===== config.mk =====
export PLATFORM = sky130hd
export DESIGN_NAME = ppi_bus_ctrl_flat
export DESIGN_NICKNAME = d
export VERILOG_FILES = /design/src/rtl/ppi_bus_ctrl_if.sv /design/src/rtl/ppi_bus_ctrl.sv /design/src/flat_wrapper.sv
export SDC_FILE = /design/constraint.sdc
export NUM_CORES = 1
export LEC_CHECK = 0
export CELL_PAD_IN_SITES_DETAIL_PLACEMENT = 0
export CELL_PAD_IN_SITES_GLOBAL_PLACEMENT = 1
export CORE_MARGIN = 4
export CORE_UTILIZATION = 30
export CTS_BUF_LIST = sky130_fd_sc_hd__clkbuf_16
export CTS_CLUSTER_DIAMETER = 80
export CTS_CLUSTER_SIZE = 40
export DETAILED_ROUTE_END_ITERATION = 7
export MAX_ROUTING_LAYER = met4
export PLACE_DENSITY_LB_ADDON = 0.1
export SKIP_CTS_REPAIR_TIMING = 1
export SLEW_MARGIN = 10
export SYNTH_ARGS = -nofsm -noshare
export SYNTH_HDL_FRONTEND = slang
export SYNTH_SLANG_ARGS = --single-unit

===== constraint.sdc =====
create_clock -name clk -period 1.9 [get_ports clk]
set_input_delay 0.285 -clock clk [delete_from_list [all_inputs] [get_ports clk]]
set_output_delay 0.285 -clock clk [all_outputs]
set_load 0.05 [all_outputs]

===== src/rtl/ppi_bus_ctrl_if.sv =====
// ppi_bus_ctrl_if
// CPU-side bus of the 8255A-compatible parallel interface.
// The master modport is the CPU / bus-buffer side: it drives the strobes,
// the register select and the write data. The slave modport is the
// controller, which returns the read data and the buffer drive enable.

interface ppi_bus_ctrl_if;
   logic       cs_n;
   logic       rd_n;
   logic       wr_n;
   logic [1:0] a;
   logic [7:0] dbus_in;
   logic [7:0] dbus_out;
   logic       dbus_oe;

   modport master (
      output cs_n, rd_n, wr_n, a, dbus_in,
      input  dbus_out, dbus_oe
   );

   modport slave (
      input  cs_n, rd_n, wr_n, a, dbus_in,
      output dbus_out, dbus_oe
   );
endinterface


===== src/rtl/ppi_bus_ctrl.sv =====
// ppi_bus_ctrl
// Bus-cycle sequencer and register file for an 8255A-compatible parallel
// interface in mode 0. The asynchronous CPU strobes are synchronized and
// decoded into read and write cycles. Port A/B/C output latches, direction
// state and the control word live here.
// Optional feature: define PPI_BSR_EN to make control writes with bit 7 = 0
// perform a port C bit set/reset; without it such writes are ignored.

module ppi_bus_ctrl #(
   parameter int         SYNC_STAGES = 2,
   parameter logic [7:0] RESET_CW    = 8'h9B
) (
   input  logic           clk,
   input  logic           rst,
   ppi_bus_ctrl_if.slave  bus,
   input  logic [7:0]     pa_in_i,
   input  logic [7:0]     pb_in_i,
   input  logic [7:0]     pc_in_i,
   output logic [7:0]     pa_out_o,
   output logic [7:0]     pb_out_o,
   output logic [7:0]     pc_out_o,
   output logic           pa_oe_o,
   output logic           pb_oe_o,
   output logic [7:0]     pc_oe_o,
   output logic           busy_o
);

   localparam int LAST = SYNC_STAGES - 1;

   typedef enum logic [1:0] {IDLE, RD, WR, COMMIT} state_t;

   logic [SYNC_STAGES-1:0] csSync_q;
   logic [SYNC_STAGES-1:0] rdSync_q;
   logic [SYNC_STAGES-1:0] wrSync_q;
   logic [1:0]             aSync_q    [SYNC_STAGES];
   logic [7:0]             dataSync_q [SYNC_STAGES];

   state_t     state_q;
   logic [7:0] cw_q;
   logic [7:0] paOut_q;
   logic [7:0] pbOut_q;
   logic [7:0] pcOut_q;
   logic [7:0] wdata_q;
   logic [1:0] waddr_q;
   logic [7:0] dbusOut_q;
   logic       dbusOe_q;
   logic       busy_q;

   logic       rdAct;
   logic       wrAct;
   logic       rdEnter;
   logic       wrEnter;
   logic [1:0] syncA;
   logic [7:0] syncData;
   logic [7:0] readMux;
   logic       unusedBits;

   // Strobe/address synchronizer plus an equal-depth delay line for the write
   // data, so the data seen by the FSM is the one sampled with the strobes.
   always_ff @(posedge clk) begin
      if (rst) begin
         csSync_q <= '1;
         rdSync_q <= '1;
         wrSync_q <= '1;
         for (int i = 0; i < SYNC_STAGES; i++) begin
            aSync_q[i]    <= '0;
            dataSync_q[i] <= '0;
         end
      end else begin
         csSync_q      <= {csSync_q[SYNC_STAGES-2:0], bus.cs_n};
         rdSync_q      <= {rdSync_q[SYNC_STAGES-2:0], bus.rd_n};
         wrSync_q      <= {wrSync_q[SYNC_STAGES-2:0], bus.wr_n};
         aSync_q[0]    <= bus.a;
         dataSync_q[0] <= bus.dbus_in;
         for (int i = 1; i < SYNC_STAGES; i++) begin
            aSync_q[i]    <= aSync_q[i-1];
            dataSync_q[i] <= dataSync_q[i-1];
         end
      end
   end

   // A cycle is only entered once the strobe has been low in the last two
   // synchronizer stages, which filters single-sample glitches without adding
   // latency; staying in a cycle only needs the final stage.
   assign rdAct    = !csSync_q[LAST] && !rdSync_q[LAST];
   assign wrAct    = !csSync_q[LAST] && !wrSync_q[LAST];
   assign rdEnter  = rdAct && !csSync_q[LAST-1] && !rdSync_q[LAST-1];
   assign wrEnter  = wrAct && !csSync_q[LAST-1] && !wrSync_q[LAST-1];
   assign syncA    = aSync_q[LAST];
   assign syncData = dataSync_q[LAST];

   // Read mux: input ports return their pins, output ports their latches;
   // port C decides per nibble and the control address reads as all ones.
   always_comb begin
      readMux = 8'hFF;
      case (syncA)
         2'b00:   readMux = cw_q[4] ? pa_in_i : paOut_q;
         2'b01:   readMux = cw_q[1] ? pb_in_i : pbOut_q;
         2'b10:   readMux = {cw_q[3] ? pc_in_i[7:4] : pcOut_q[7:4],
                             cw_q[0] ? pc_in_i[3:0] : pcOut_q[3:0]};
         default: readMux = 8'hFF;
      endcase
   end

   // Bus-cycle FSM with registered bus outputs and the register file it writes.
   always_ff @(posedge clk) begin
      if (rst) begin
         state_q   <= IDLE;
         cw_q      <= RESET_CW;
         paOut_q   <= '0;
         pbOut_q   <= '0;
         pcOut_q   <= '0;
         wdata_q   <= '0;
         waddr_q   <= '0;
         dbusOut_q <= '0;
         dbusOe_q  <= 1'b0;
         busy_q    <= 1'b0;
      end else begin
         case (state_q)
            IDLE: begin
               if (rdEnter && !wrAct) begin
                  state_q   <= RD;
                  dbusOut_q <= readMux;
                  dbusOe_q  <= 1'b1;
                  busy_q    <= 1'b1;
               end else if (wrEnter && !rdAct) begin
                  state_q <= WR;
                  waddr_q <= syncA;
                  wdata_q <= syncData;
                  busy_q  <= 1'b1;
               end
            end
            RD: begin
               if (!rdAct || wrAct) begin
                  state_q  <= IDLE;
                  dbusOe_q <= 1'b0;
                  busy_q   <= 1'b0;
               end
            end
            WR: begin
               if (rdAct) begin
                  state_q <= IDLE;
                  busy_q  <= 1'b0;
               end else if (!wrAct) begin
                  state_q <= COMMIT;
               end else begin
                  wdata_q <= syncData;
               end
            end
            COMMIT: begin
               state_q <= IDLE;
               busy_q  <= 1'b0;
               case (waddr_q)
                  2'b00: paOut_q <= wdata_q;
                  2'b01: pbOut_q <= wdata_q;
                  2'b10: pcOut_q <= wdata_q;
                  default: begin
                     if (wdata_q[7]) begin
                        cw_q    <= {1'b1, 2'b00, wdata_q[4:3], 1'b0, wdata_q[1:0]};
                        paOut_q <= '0;
                        pbOut_q <= '0;
                        pcOut_q <= '0;
                     end
`ifdef PPI_BSR_EN
                     else begin
                        pcOut_q[wdata_q[3:1]] <= wdata_q[0];
                     end
`endif
                  end
               endcase
            end
            default: begin
               state_q  <= IDLE;
               dbusOe_q <= 1'b0;
               busy_q   <= 1'b0;
            end
         endcase
      end
   end

   assign unusedBits   = ^{wdata_q[6:5], wdata_q[2], cw_q[7:5], cw_q[2]};

   assign bus.dbus_out = dbusOut_q;
   assign bus.dbus_oe  = dbusOe_q;
   assign pa_out_o     = paOut_q;
   assign pb_out_o     = pbOut_q;
   assign pc_out_o     = pcOut_q;
   assign pa_oe_o      = ~cw_q[4];
   assign pb_oe_o      = ~cw_q[1];
   assign pc_oe_o      = {{4{~cw_q[3]}}, {4{~cw_q[0]}}};
   assign busy_o       = busy_q;

endmodule


===== src/flat_wrapper.sv =====
// flat-port wrapper written by rule: the top's interface ports become plain ports
module ppi_bus_ctrl_flat 
#(
   parameter int         SYNC_STAGES = 2,
   parameter logic [7:0] RESET_CW    = 8'h9B
)
  (clk, rst, pa_in_i, pb_in_i, pc_in_i, pa_out_o, pb_out_o, pc_out_o, pa_oe_o, pb_oe_o, pc_oe_o, busy_o, bus_cs_n, bus_rd_n, bus_wr_n, bus_a, bus_dbus_in, bus_dbus_out, bus_dbus_oe);
  ppi_bus_ctrl_if bus_i ();
  input  logic clk;
  input  logic rst;
  input  logic [7:0] pa_in_i;
  input  logic [7:0] pb_in_i;
  input  logic [7:0] pc_in_i;
  output logic [7:0] pa_out_o;
  output logic [7:0] pb_out_o;
  output logic [7:0] pc_out_o;
  output logic pa_oe_o;
  output logic pb_oe_o;
  output logic [7:0] pc_oe_o;
  output logic busy_o;
  input wire logic [$bits(bus_i.cs_n)-1:0] bus_cs_n;
  input wire logic [$bits(bus_i.rd_n)-1:0] bus_rd_n;
  input wire logic [$bits(bus_i.wr_n)-1:0] bus_wr_n;
  input wire logic [$bits(bus_i.a)-1:0] bus_a;
  input wire logic [$bits(bus_i.dbus_in)-1:0] bus_dbus_in;
  output wire logic [$bits(bus_i.dbus_out)-1:0] bus_dbus_out;
  output wire logic [$bits(bus_i.dbus_oe)-1:0] bus_dbus_oe;
  assign bus_i.cs_n = bus_cs_n;
  assign bus_i.rd_n = bus_rd_n;
  assign bus_i.wr_n = bus_wr_n;
  assign bus_i.a = bus_a;
  assign bus_i.dbus_in = bus_dbus_in;
  assign bus_dbus_out = bus_i.dbus_out;
  assign bus_dbus_oe = bus_i.dbus_oe;
  ppi_bus_ctrl #(.SYNC_STAGES(SYNC_STAGES), .RESET_CW(RESET_CW)) u_core (.clk(clk), .rst(rst), .bus(bus_i), .pa_in_i(pa_in_i), .pb_in_i(pb_in_i), .pc_in_i(pc_in_i), .pa_out_o(pa_out_o), .pb_out_o(pb_out_o), .pc_out_o(pc_out_o), .pa_oe_o(pa_oe_o), .pb_oe_o(pb_oe_o), .pc_oe_o(pc_oe_o), .busy_o(busy_o));
endmodule

# Word-level counts from Yosys, hierarchy flattened
# Memory sizes are Yosys's and may differ from the RTL's.
# Index checks and enable logic that the tools add are counted.
# Widths: inputs -> output; s select.
[totals]
reg_bits = 56
output_inout_bits = 44
wordCells = 117
ramBits = 20
mem_count = 2
[memory_table]
columns = ["name", "words", "width", "read_ports", "rd_clocked_by_memory_dff", "write_ports", "line", "rtl"]
rows = [
  ["u_core.dataSync_q", 2, 8, 2, 0, 2, "ppi_bus_ctrl.sv:36", "logic [7:0] dataSync_q [SYNC_STAGES];"],
  ["u_core.aSync_q", 2, 2, 2, 0, 2, "ppi_bus_ctrl.sv:35", "logic [1:0] aSync_q [SYNC_STAGES];"],
]
[classes]
mux = 34
bitwise_logic = 13
reduce_logical = 39
n_eq_ne = 16
[op_table]
columns = ["operator", "n"]
rows = [
  ["$mux 8", 9],
  ["$pmux 8 s2", 4],
  ["$pmux 8 s3", 1],
  ["$reduce_and 3->1", 8],
  ["$mux 2", 7],
  ["$ne 2x1->1 const B", 5],
  ["$reduce_bool 2->1", 5],
  ["$not 1->1", 9],
  ["$eq 2x2->1 const B", 4],
  ["$logic_and 1x1->1", 8],
  ["$logic_not 1->1", 8],
  ["$mux 1", 8],
  ["$mux 4", 2],
  ["$pmux 2 s4", 1],
  ["$eq 2x1->1 const B", 3],
  ["$logic_not 2->1", 3],
  ["$reduce_or 2->1", 3],
  ["$reduce_and 5->1", 1],
  ["$ne 2x2->1 const B", 2],
  ["$or 1x1->1", 4],
  ["$pmux 1 s4", 1],
  ["$ne 3x1->1 const B", 1],
  ["$ne 3x2->1 const B", 1],
  ["$reduce_or 3->1", 1],
  ["other kinds (3)", 3],
]

# Longest topological paths before layout
# Gate-level depths: netlist (run 1).
[logic_depth]
ltp_word = 8
ltp_mapped = 7

# Least setup slack after synthesis (run 1)
# Ideal clock, no wire load.
[synth_path]
kind = "flip-flop to flip-flop"
start = "register u_core.waddr_q[0]"
end = "register u_core.pbOut_q[0], in the netlist u_core.pb_out_o[0]"
arrival_ps = 1648
path_buffers = 2
path_stages_with_launch = 8
slack_ps = 118
synth_period_minus_slack_ps = 1782
cell_sequence = "dfxtp_1 -> inv_1 -> ha_1 -> clkbuf_1 -> or4_1 -> clkbuf_1 -> nand2_1 -> a21oi_1"
[synth_via]
elab_chain_cells = 4
elab_cells_between_ends = 8
cone_classes = "2 x eq/ne; 1 x mux; 1 x bitwise; 4 x reduce/logical"
[synth_rtl]
columns = ["element", "line", "rtl"]
rows = [
  ["start: declaration", "ppi_bus_ctrl.sv:44", "logic [1:0] waddr_q;"],
  ["start signal: assignment", "ppi_bus_ctrl.sv:128", "waddr_q <= syncA;"],
  ["$eq 2x2->1 / $logic_not 2->1 (equally long branches)", "ppi_bus_ctrl.sv:153", "case (waddr_q)"],
  ["$reduce_or 2->1 (no source line)", "-", ""],
  ["$not 1->1 (no source line)", "-", ""],
  ["$reduce_and 3->1 (no source line)", "-", ""],
  ["end signal: assignment", "ppi_bus_ctrl.sv:155", "2'b01: pbOut_q <= wdata_q;"],
  ["end: declaration", "ppi_bus_ctrl.sv:41", "logic [7:0] pbOut_q;"],
]
# Parallel ways exist; a longest one is shown, timed or not.
# A chain may end at the register's enable or synchronous reset.

# Worst setup path in the final report (run 1)
[layout_path]
start = "register u_core.pcOut_q[1], in the netlist u_core.pc_out_o[1]"
end = "output pc_out_o[1]"
[layout_lines]
columns = ["element", "line", "rtl"]
rows = [
  ["start: declaration", "ppi_bus_ctrl.sv:42", "logic [7:0] pcOut_q;"],
  ["start signal: assignment", "ppi_bus_ctrl.sv:156", "2'b10: pcOut_q <= wdata_q;"],
  ["end: declaration", "flat_wrapper.sv:16", "output logic [7:0] pc_out_o;"],
]
# No word-level cell between the ends.

==> impl_metrics.env, run 1 <==
export IMPL_status="finished clean"
export IMPL_grt_overflow=0
export IMPL_peakVddDrop_v=0.000371
export IMPL_crit_path_top_delay_cell="clkdlybuf4s50_1"
export IMPL_combPwrFrac=0.050
export IMPL_netlist_area_mm2=0.00314
export IMPL_regArea_mm2=0.00152
export IMPL_fin_total_pwr_mw=3.55
export IMPL_intPower_mw=2.76
export IMPL_io_buffers=82
export IMPL_viasPerCell=4.55
export IMPL_finalNonFillerCells=559
export IMPL_drv_cap=0
export IMPL_ioPinCount=83
export IMPL_dp_cells=543
export IMPL_p_sw_frac=0.222
export IMPL_slew_headroom=0.602
export IMPL_rrSetupSlack_ns=0.13
export IMPL_crit_family="buffers and inverters"
export IMPL_initial_utilization=0.305
export IMPL_routabilityCongestion=0.791
export IMPL_final_max_slew_viol_count=0
export IMPL_cts_clk_slew_worst_paths_ns=0.06
export IMPL_route_vias_total=2542
export IMPL_seq_area_frac_synth=0.485
export IMPL_cts_sinks=76
export IMPL_p_seq_frac=0.459
export IMPL_worst_slew_pin_slew_ns=0.597
export IMPL_crit_chain="clkdlybuf4s50_1"
export IMPL_cp_arrival_ns=1.56
export IMPL_drt_pass1_iterations=6
export IMPL_wl_per_cell_um=14.7
export IMPL_cts_root_buf="clkbuf_16"
export IMPL_dieArea_mm2=0.0122
export IMPL_layout_nets=461
export IMPL_skew_ns=0.00935
export IMPL_cts_tree="yes"
export IMPL_rsz0062_at_grt="false"
export IMPL_clk_path_buf_depth=2
export IMPL_ys_ff_latch=76
export IMPL_fill_cells=1051
export IMPL_p_leak_nw=1.82
export IMPL_dp_hpwl_um=6370
export IMPL_syn_nets=383
export IMPL_insertion_delay_ns=0.33
export IMPL_yosys_warnings=0
export IMPL_cts_htree_levels=3
export IMPL_setup_viol_count_final=0
export IMPL_cpPeakStageDelay_ns=0.83
export IMPL_fin_crit_sh=0.974
export IMPL_crit_type="reg -> out"
export IMPL_die_h_um=110
export IMPL_p_sw_uw=789
export IMPL_crit_path_end_kind="output port"
export IMPL_critical_path_peak_fanout=3
export IMPL_hp_class="in -> reg"
export IMPL_routed_wirelength_um=8200
export IMPL_drive_gt1_frac=0.128
export IMPL_grt_pass1_vias=2383
export IMPL_drt_initial_drc_count=125
export IMPL_drc=0
export IMPL_power_frac_clock=0.490
export IMPL_path_buf_inv=1
export IMPL_fin_area_mm2=0.00438
export IMPL_fmax_ghz=0.541
export IMPL_track_usage=0.142
export IMPL_die_w_um=110
export IMPL_p_per_area_mw_per_mm2=811
export IMPL_grt_max_degree=29
export IMPL_ant_nets=0
export IMPL_place_area_mm2=0.00406
export IMPL_core_area_mm2=0.0103
export IMPL_synth_distinct_cells=31
export IMPL_hold_violations=0
export IMPL_syn_avg_cell_area_um2=9.23
export IMPL_worstPathRequired_ns=1.62
export IMPL_crit_path_start_kind="flip-flop"
export IMPL_grt_pass1_wl_um=12700
export IMPL_fp_row_count=37
export IMPL_multi_input_area_mm2=0.00145
export IMPL_antenna_cells=0
export IMPL_antenna_found_initial=0
export IMPL_period_minus_slack_ns=1.85
export IMPL_syn_to_final_growth_pct=39.4
export IMPL_cts_buffers=9
export IMPL_setup_tns_ns=0
export IMPL_hold_ws_ns=0.388
export IMPL_netlist_instances=340
## registers in the layout, indices dropped and copies added (netlist names)
register             flops
u_core.pa_out_o          8
u_core.busy_o            1
u_core.pc_out_o          8
u_core.rdSync_q          2
u_core.wrSync_q          2
u_core.state_q           2
u_core.waddr_q           2
u_core.csSync_q          2
u_core.bus.dbus_out      8
u_core.bus.dbus_oe       1
u_core.dataSync_q       16
u_core.wdata_q           8
u_core.aSync_q           4
u_core.pb_out_o          8
u_core.cw_q              4
## worst paths after layout
path                                start                  endpoint  cells past startpoint
setup / recovery       u_core.pc_out_o[1]               pc_out_o[1]                      1
setup reg to reg        u_core.waddr_q[0]        u_core.pc_out_o[5]                      5
hold reg to reg   u_core.dataSync_q[0][5]  u_core.dataSync_q[0][13]                      1
hold / removal                        rst         u_core.wdata_q[4]                      2
## routing by layer
metal | up-vias | track usage | part of all wire
li1 | 1319 | - | -
met3 | 4 | 0.0250 | 0.058
met2 | 69 | 0.205 | 0.44
met5 | - | - | 0
met4 | 0 | 0.0501 | 0.0062
met1 | 1150 | 0.200 | 0.50
## through the flow
step                      setup WS (ns)  utilization
after floorplan                   0.118            -
after global placement            0.148        0.395
after detailed placement          0.114        0.395
after CTS                        0.0259        0.425
after global routing          0.0000953        0.426
final                            0.0500        0.426
## layout make-up
cell class	instances	share of cell area
clock buffers	9	0.0515
clock inverters	7	0.0186
inverters	8	0.00686
multi-input cells	228	0.332
flip-flops and latches	76	0.348
well taps	136	0.0389
repair buffers	95	0.205
## cells by family (layout without fill, tap and decap cells)
group	after synthesis	count (layout)	share of synthesized area
fa+ha+maj	4	4	0.0159
simple gates	139	139	0.230
flops	76	76	0.485
buf+inv	36	119	0.0542
mux	38	38	0.121
compound gates	47	47	0.0941
## cells in the final DEF (no fill, tap or decap), drive strengths merged, types with 3 or more instances in the layout
master,instances
a21oi,27
a22oi,17
buf,23
clkbuf,9
clkdlybuf4s50,70
clkinvlp,3
dfxtp,76
ha,4
inv,11
mux2i,38
nand2,37
nand2b,3
nand3,24
nor2,32
nor2b,23
nor4,3
or2,6
or3,3
## power groups by stage
stage	Combinational (mW)	Clock (mW)	Sequential (mW)
2_1_floorplan	0.0746	0	1.66
3_3_place_gp	0.181	0	1.67
3_5_place_dp	0.182	0	1.67
4_1_cts	0.182	1.78	1.63
5_1_grt	0.196	1.85	1.63
6_report	0.179	1.74	1.63
## cells in the mapped netlist
library cell | number | area, um2
or3_1 | 3 | 18.8
o2111a_1 | 1 | 11.3
nor3b_2 | 1 | 12.5
buf_4 | 6 | 45.0
o221a_2 | 1 | 11.3
nor2b_1 | 23 | 144
nor3_1 | 1 | 5.00
buf_2 | 3 | 15.0
or2_2 | 6 | 37.5
nor4_4 | 2 | 42.5
nor4_1 | 1 | 6.26
mux2i_1 | 38 | 380
or4_1 | 2 | 15.0
nor2_1 | 32 | 120
o22ai_1 | 1 | 6.26
inv_1 | 8 | 30.0
nand2b_1 | 3 | 18.8
dfxtp_1 | 76 | 1520
or3b_4 | 1 | 11.3
nand2_1 | 36 | 135
nand2_2 | 1 | 6.26
ha_1 | 4 | 50.1
buf_6 | 1 | 11.3
clkbuf_1 | 17 | 63.8
clkbuf_2 | 1 | 5.00
nand3_1 | 24 | 120
a21oi_2 | 1 | 8.76
nor3_4 | 1 | 16.3
a22oi_1 | 17 | 128
nand4_1 | 2 | 12.5
a21oi_1 | 26 | 130
Power figures use the tool's default switching activity.
==> run 2: changes to the inputs <==
CORE_UTILIZATION = 32   (was 30)
CTS_CLUSTER_DIAMETER = not set   (was 80)
==> run 2 against run 1 <==
  * Sequential share of layout area rose by 0.48 points
  * Routed wire length is 1.9% higher
  * Register-to-register slack lost 0.02 ns
  * Critical endpoint is now pc_out_o[5]
==> impl_metrics.env, run 2 (same netlist as run 1, synthesis figures left out) <==
export IMPL_status="finished clean"
export IMPL_pre_cts_slack_ns=0.117
export IMPL_setup_viol_count_final=0
export IMPL_cts_sinks=76
export IMPL_fp_row_count=35
export IMPL_drive_gt1_frac=0.129
export IMPL_crit_chain="clkdlybuf4s50_1"
export IMPL_drv_cap=0
export IMPL_ant_nets=0
export IMPL_route_vias_total=2542
export IMPL_wl_per_cell_um=15.2
export IMPL_largest_reg_flops=16
export IMPL_clk_path_buf_depth=2
export IMPL_reg2reg_from="u_core.waddr_q[0]"
export IMPL_critical_path_peak_fanout=3
export IMPL_viasPerCell=4.64
export IMPL_peakVddDrop_v=0.000538
export IMPL_setup_tns_ns=0
export IMPL_crit_cells=1
export IMPL_dieArea_mm2=0.0115
export IMPL_initial_utilization=0.333
export IMPL_cts_buffers=9
export IMPL_p_leak_nw=1.78
export IMPL_worstPathRequired_ns=1.62
export IMPL_die_w_um=107
export IMPL_syn_to_final_growth_pct=37.5
export IMPL_cts_clk_slew_worst_paths_ns=0.07
export IMPL_antenna_found_initial=0
export IMPL_hp_class="in -> reg"
export IMPL_cpPeakStageDelay_ns=0.84
export IMPL_skew_ns=0.0111
export IMPL_antenna_cells=0
export IMPL_crit_path_end_kind="output port"
export IMPL_dp_hpwl_um=6270
export IMPL_final_max_slew_viol_count=0
export IMPL_power_frac_clock=0.475
export IMPL_mostFrequentLayoutCells="dfxtp_1, clkdlybuf4s50_1, mux2i_1"
export IMPL_grt_pass1_wl_um=13300
export IMPL_fin_total_pwr_mw=3.45
export IMPL_period_minus_slack_ns=1.87
export IMPL_r2r_cells=5
export IMPL_intPower_mw=2.64
export IMPL_worst_slew_pin_slew_ns=0.572
export IMPL_hold_violations=0
export IMPL_combPwrFrac=0.052
export IMPL_p_per_area_mw_per_mm2=799
export IMPL_worst_slack_ns=0.0321
export IMPL_crit_path_start_kind="flip-flop"
export IMPL_routabilityCongestion=0.794
export IMPL_crit_path_top_delay_cell="clkdlybuf4s50_1"
export IMPL_p_seq_frac=0.473
export IMPL_worstHoldStart="rst"
export IMPL_cts_root_buf="clkbuf_16"
export IMPL_grt_pass1_vias=2506
export IMPL_crit_type="reg -> out"
export IMPL_grt_overflow=0
export IMPL_insertion_delay_ns=0.34
export IMPL_crit_family="buffers and inverters"
export IMPL_cts_htree_levels=3
export IMPL_worstReg2RegEnd="u_core.pc_out_o[3]"
export IMPL_drt_initial_drc_count=71
export IMPL_cp_arrival_ns=1.58
export IMPL_drc=0
export IMPL_track_usage=0.153
export IMPL_rrSetupSlack_ns=0.11
export IMPL_final_common_cell="dfxtp_1"
export IMPL_layout_nets=457
export IMPL_grt_max_degree=44
export IMPL_fin_crit_sh=0.983
export IMPL_slew_headroom=0.617
export IMPL_routed_wirelength_um=8350
export IMPL_die_h_um=107
export IMPL_io_buffers=82
export IMPL_ioPinCount=83
export IMPL_cts_tree="yes"
export IMPL_min_path_cells=2
export IMPL_core_area_mm2=0.00942
export IMPL_hold_path_endpoint="u_core.bus.dbus_oe"
export IMPL_p_sw_uw=809
export IMPL_p_sw_frac=0.234
export IMPL_path_buf_inv=1
export IMPL_regMostFlops="u_core.dataSync_q"
export IMPL_hold_ws_ns=0.375
export IMPL_drt_pass1_iterations=7
export IMPL_fmax_ghz=0.535
export IMPL_rsz0062_at_grt="false"
## run 2: power groups by stage
stage          combinational [mW]  sequential, mW  clock [mW]
3_3_place_gp                0.181            1.67           0
4_1_cts                     0.182            1.63        1.69
5_1_grt                     0.197            1.63        1.75
3_5_place_dp                0.181            1.67           0
2_1_floorplan              0.0746            1.66           0
6_report                    0.180            1.63        1.64
## run 2: worst max path at each step
stage | start | end | slack (ns)
4_1_cts | u_core.pc_out_o[5] | pc_out_o[5] | 0.02
2_1_floorplan | u_core.waddr_q[0] | u_core.pb_out_o[0] | 0.12
6_report | u_core.pc_out_o[5] | pc_out_o[5] | 0.03
3_5_place_dp | u_core.waddr_q[0] | u_core.pb_out_o[0] | 0.12
5_1_grt | u_core.pc_out_o[5] | pc_out_o[5] | 0.003
3_3_place_gp | u_core.waddr_q[0] | u_core.pb_out_o[2] | 0.18
## run 2: layout make-up
type | instances | area (um2)
multi-input combinational | 228 | 1450
clock buffer | 9 | 225
sequential | 76 | 1520
fill | 930 | 5100
timing repair buffer | 91 | 863
tap | 129 | 161
inverter | 8 | 30.0
clock inverter | 7 | 62.6
## run 2: metal layers
layer,global-route usage,share of wire
met5,-,0
met4,0.0548,0.015
met3,0.0373,0.040
met2,0.222,0.44
met1,0.208,0.50
## run 2: metrics by stage
stage	instance area (um2)	cells	util
finish	4320	548	0.458
global route	4320	548	0.458
CTS	4310	548	0.458
detailed placement	4020	532	0.427
global placement	4020	532	0.427
floorplan	3140	340	-
